<file path="src/rtl/fifo_write_arbiter.sv">
// Round-robin arbiter merging NUM_REQ producer streams into one fifo_ebr write port as {tag, data}.
// Optional per-grant bursting is enabled with the FIFO_ARB_BURST_EN macro.
module fifo_write_arbiter #(
    parameter int unsigned DATA_WIDTH = 16,
    parameter int unsigned NUM_REQ    = 4,
    parameter int unsigned BURST_LEN  = 4,
    localparam int unsigned TAG_WIDTH = $clog2(NUM_REQ)
) (
    input  logic                            clk_i,
    input  logic                            reset_i,
    input  logic [NUM_REQ-1:0]              req_valid_i,
    input  logic [NUM_REQ*DATA_WIDTH-1:0]   req_data_i,
    output logic [NUM_REQ-1:0]              req_ready_o,
    output logic                            fifo_input_valid_o,
    output logic [TAG_WIDTH+DATA_WIDTH-1:0] fifo_data_in_o,
    input  logic                            fifo_ready_for_input_i,
    output logic [TAG_WIDTH-1:0]            grant_idx_o
);

    if (NUM_REQ < 2 || BURST_LEN < 1) begin : gen_param_check
        $error("fifo_write_arbiter: NUM_REQ must be >= 2 and BURST_LEN >= 1");
    end

    typedef enum logic [0:0] {StEmpty, StFull} state_e;

    state_e                          state_q, state_d;
    logic [TAG_WIDTH-1:0]            last_grant_q;
    logic [TAG_WIDTH-1:0]            grant_idx_q;
    logic [TAG_WIDTH+DATA_WIDTH-1:0] data_q;
    logic [TAG_WIDTH-1:0]            rr_sel, sel, cand;
    logic                            found, drain, can_accept, accept;
    logic [DATA_WIDTH-1:0]           payload;

    // Cyclic search starting just after the last granted requester.
    always_comb begin
        rr_sel = last_grant_q;
        found  = 1'b0;
        cand   = '0;
        for (int unsigned k = 1; k <= NUM_REQ; k++) begin
            cand = TAG_WIDTH'((32'(last_grant_q) + k) % NUM_REQ);
            if (!found && req_valid_i[cand]) begin
                found  = 1'b1;
                rr_sel = cand;
            end
        end
    end

`ifdef FIFO_ARB_BURST_EN
    localparam int unsigned CntWidth = $clog2(BURST_LEN + 1);

    logic [CntWidth-1:0] beat_cnt_q, beat_cnt_d;
    logic                sticky;

    // Reset value BURST_LEN means no grant is held, so the first pick is round-robin.
    always_comb begin
        sticky     = req_valid_i[last_grant_q] && (beat_cnt_q < CntWidth'(BURST_LEN));
        sel        = sticky ? last_grant_q : rr_sel;
        beat_cnt_d = beat_cnt_q;
        if (accept) begin
            beat_cnt_d = sticky ? beat_cnt_q + 1'b1 : CntWidth'(1);
        end
    end

    always_ff @(posedge clk_i) begin
        if (reset_i) begin
            beat_cnt_q <= CntWidth'(BURST_LEN);
        end else begin
            beat_cnt_q <= beat_cnt_d;
        end
    end
`else
    assign sel = rr_sel;
`endif

    assign drain      = (state_q == StFull) & fifo_ready_for_input_i;
    assign can_accept = (state_q == StEmpty) | drain;
    assign accept     = can_accept & (|req_valid_i) & ~reset_i;
    assign payload    = req_data_i[sel*DATA_WIDTH +: DATA_WIDTH];

    always_comb begin
        req_ready_o = '0;
        if (accept) begin
            req_ready_o = NUM_REQ'(1) << sel;
        end
    end

    always_comb begin
        state_d = state_q;
        case (state_q)
            StEmpty: if (accept) state_d = StFull;
            StFull:  if (drain && !accept) state_d = StEmpty;
            default: state_d = StEmpty;
        endcase
    end

    always_ff @(posedge clk_i) begin
        if (reset_i) begin
            state_q      <= StEmpty;
            data_q       <= '0;
            last_grant_q <= TAG_WIDTH'(NUM_REQ - 1);
            grant_idx_q  <= '0;
        end else begin
            state_q <= state_d;
            if (accept) begin
                data_q       <= {sel, payload};
                last_grant_q <= sel;
                grant_idx_q  <= sel;
            end
        end
    end

    assign fifo_input_valid_o = (state_q == StFull);
    assign fifo_data_in_o     = data_q;
    assign grant_idx_o        = grant_idx_q;

endmodule

</file>
<file path="config.mk">
export PLATFORM = sky130hd
export DESIGN_NAME = fifo_write_arbiter
export DESIGN_NICKNAME = d
export VERILOG_FILES = /design/src/rtl/fifo_write_arbiter.sv
export SDC_FILE = /design/constraint.sdc
export NUM_CORES = 1
export LEC_CHECK = 0
export ABC_AREA = 0
export CORE_UTILIZATION = 36
export DETAILED_ROUTE_END_ITERATION = 12
export PLACE_DENSITY = 0.8
export SLEW_MARGIN = 20
export SYNTH_ARGS = -nofsm -noshare
export SYNTH_HDL_FRONTEND = slang
export SYNTH_SLANG_ARGS = --single-unit
export TNS_END_PERCENT = 50
</file>
<file path="constraint.sdc">
create_clock -name clk_i -period 2.7 [get_ports clk_i]
set_clock_uncertainty 0.2 [all_clocks]
set_input_delay 0.54 -clock clk_i [delete_from_list [all_inputs] [get_ports clk_i]]
set_output_delay 0.54 -clock clk_i [all_outputs]
set_load 0.03 [all_outputs]
</file>
==> flow_metrics.tcl <==
set metrics [dict create \
    total_power_uw 1210 \
    vias 1715 \
    cp-start-kind "input port" \
    period_share_pct 95.4 \
    syn_area_per_cell_sq_um 8.65 \
    drt_iter0_drc 61 \
    leakage_uw 0.00110 \
    power.share.sequential_pct 31.9 \
    status "finished clean" \
    diodes 0 \
    fmax_ghz 0.388 \
    areaGrowthSynthToFinish_pct 76.8 \
    yosys.area.top_type "dfxtp_1" \
    tritoncts "built" \
    fp.coreArea_sq_mm 0.00380 \
    grt_antenna_before_repair 0 \
    place_congestion 0.959 \
    cts.hold.buffers_added 0 \
    synthCells 170 \
    cpMostUsedCell "nor2_1" \
    cts_buffers 3 \
    netlist_top_cells_area "dfxtp_1, mux2i_1, a21o_1" \
    drive_gt1_share_pct 16.4 \
    tightestPinTransition_ns 0.335 \
    grt_start_max_net_pins 17 \
    synth_seq_cells 21 \
    slew_headroom_pct 77.6 \
    internal-power_uw 771 \
    cpLargestDelayFamily "buffers and inverters" \
    synth_top_family_by_area "compound AO/OA/AOI/OAI gates" \
    worstRegToRegCells 6 \
    hpwl_mm 3.74 \
    synth_edf_count 0 \
    r2r_end "fifo_data_in_o[12]" \
    ir_drop_uv 377 \
    std_cell_rows 22 \
    synthFlopType "dfxtp_1" \
    ys_warn_count 0 \
    cp.required_ns 1.96 \
    path_buf_inv 2 \
    pwr-share-comb_pct 50.2 \
    synth-adder-area-share_pct 0 \
    switchingPower_uw 440 \
    hp-start "fifo_data_in_o[10]" \
    pin_count 96 \
    cp.arrival_ns 1.83 \
    slowest_stage "clkdlybuf4s50_1" \
    viasPerCell 5.33 \
    start_util_pct 38.7 \
    synth_xor_area_share_pct 0 \
    portBuffers 95 \
    ys_top_cells_by_count "dfxtp_1, nand2_1, a21o_1, mux2i_1" \
    switching_share_pct 36.4 \
    synth-seq-area-share_pct 28.6 \
    insertion_delay_ns 0.26 \
    cp-end-kind "output port" \
    clock-sinks 21 \
    yosysMostFrequentCell "dfxtp_1" \
    syn_nets 241 \
    synth.area.mux_share_pct 11.6 \
    max_cap_viol_count 0 \
    r2r_start "last_grant_q[0]" \
    slew_viol_final 0 \
    synthArstFlopShare_pct 0 \
    grt_pass1_wl_mm 7.63 \
    cp_cell_sequence "clkdlybuf4s50_1, nor2_1, and2_1, nor3_4, nor2_1, buf_4" \
    nFillCells 317 \
    p_per_area_mw_per_mm2 466 \
    syn-cell-area_sq_mm 0.00147 \
    die_h_microns 65.9 \
    final_core_util_pct 68.4 \
    p_clk_share_pct 17.9 \
    grt_usage_pct 22.8 \
    wl_mm 4.82 \
    ys_types 31 \
    rsz0062_at_grt "false" \
    ctsLongestPathBuffers 2 \
    synth_top_area_share_pct 28.6 \
    synth-compound-area-share_pct 31.4 \
    r2r_slack_ns 0.76 \
    path_class "in -> out" \
    period_needed_ns 2.57 \
    holdCritPathClass "reg -> reg" \
    final_hold_viol_count 0 \
    grt_overflow_total 0 \
    cts-root-buf "clkbuf_8" \
    ant_nets 0 \
    firstDrtPassIters 4 \
    drc 0 \
    final-setup-viol-count 0 \
    cts.htree.levels 1 \
    holdWs_ns 0.268 \
    slowest_delay_ns 0.53 \
    grt_pass1_vias 1692 \
    holdPathEnd "fifo_data_in_o[10]" \
    holdPathStages 2 \
    critical_path.max_fanout 4 \
    cts.clk_slew.worst_paths_ns 0.08 \
    die-area_sq_mm 0.00434 \
    final_nets 346 \
    synth-simple-area-share_pct 20.9 \
    die_w_microns 65.9 \
    wl_per_cell_microns 15.0 \
]
-- layout by cell type (no fill, tap or decap), types with 9 or more instances in the layout --
cell type,count
o211ai_1,9
a21o_1,17
clkdlybuf4s50_1,88
mux2i_1,17
nor2_1,9
nand2_1,18
nand4_1,16
o31ai_1,16
dfxtp_1,21
buf_4,25
-- routing by layer --
layer / track usage [%] / vias up / part of all wire, %
met5: 0 / - / 0
li1: - / 855 / -
met1: 25.5 / 790 / 41
met3: 7.93 / 2 / 8.5
met4: 4.35 / 0 / 0.44
met2: 41.2 / 68 / 50
-- how the worst max path moves through the flow --
stage / startpoint / slack (ns) / endpoint / cells after the start
finish: req_valid_i[2] / 0.13 / req_ready_o[3] / 6
global route: req_valid_i[2] / 0.04 / req_ready_o[0] / 6
CTS: req_valid_i[3] / 0.01 / req_ready_o[0] / 7
detailed placement: req_valid_i[3] / -0.08 / req_ready_o[3] / 7
global placement: req_valid_i[1] / -0.007 / req_ready_o[3] / 6
floorplan: fifo_ready_for_input_i / 0.15 / req_ready_o[2] / 6
-- state kept, by name, indices dropped and copies added, names as in the netlist --
| name | count |
|---|---|
| fifo_data_in_o | 16 |
| fifo_input_valid_o | 1 |
| last_grant_q | 2 |
| grant_idx_o | 2 |
-- repair_timing --
action                                  4_1_cts  5_1_grt
setup buffers                                 1        1
endpoints found under the setup margin        2        4
pin swaps                                     1        1
gates resized for setup                       2        5
-- area by class of cell --
cell class,count,area (sq um),share of cell area (%)
multi-input combinational,132,960,36.9
clock buffer,3,41.3,1.59
inverter,1,3.75,0.144
sequential,21,420,16.2
clock inverter,1,7.51,0.289
timing repair buffer,116,1110,42.6
tap,48,60.1,2.31
-- cell families after synthesis --
group / after synthesis
flip-flops: 21
multiplexers: 17
AO/OA/AOI/OAI: 57
AND/OR/NAND/NOR: 58
buffers and inverters: 17
-- power by group through the flow --
stage,clock network [uW],registers (uW),logic (uW)
2_1_floorplan,0,476,257
3_3_place_gp,0,391,596
3_5_place_dp,0,392,603
4_1_cts,226,386,609
5_1_grt,241,392,650
6_report,217,386,608
-- per-stage QoR --
| step | instances | area [sq um] | setup TNS, ns | setup WS [ns] |
|---|---|---|---|---|
| 6_report | 322 | 2600 | 0 | 0.125 |
| 5_1_grt | 322 | 2600 | 0 | 0.0371 |
| 4_1_cts | 321 | 2580 | 0 | 0.0112 |
| 3_5_place_dp | 316 | 2510 | -0.135 | -0.0777 |
| 3_3_place_gp | 316 | 2510 | -0.00665 | -0.00665 |
| 2_1_floorplan | 170 | 1470 | 0 | 0.153 |
-- worst min-delay path, cell delays in order (launching register included) --
cell and delay (ns):
dfxtp_1 0.33, nand2_1 0.06, o211ai_2 0.05
Note: power is estimated with default switching activity, not from simulation.
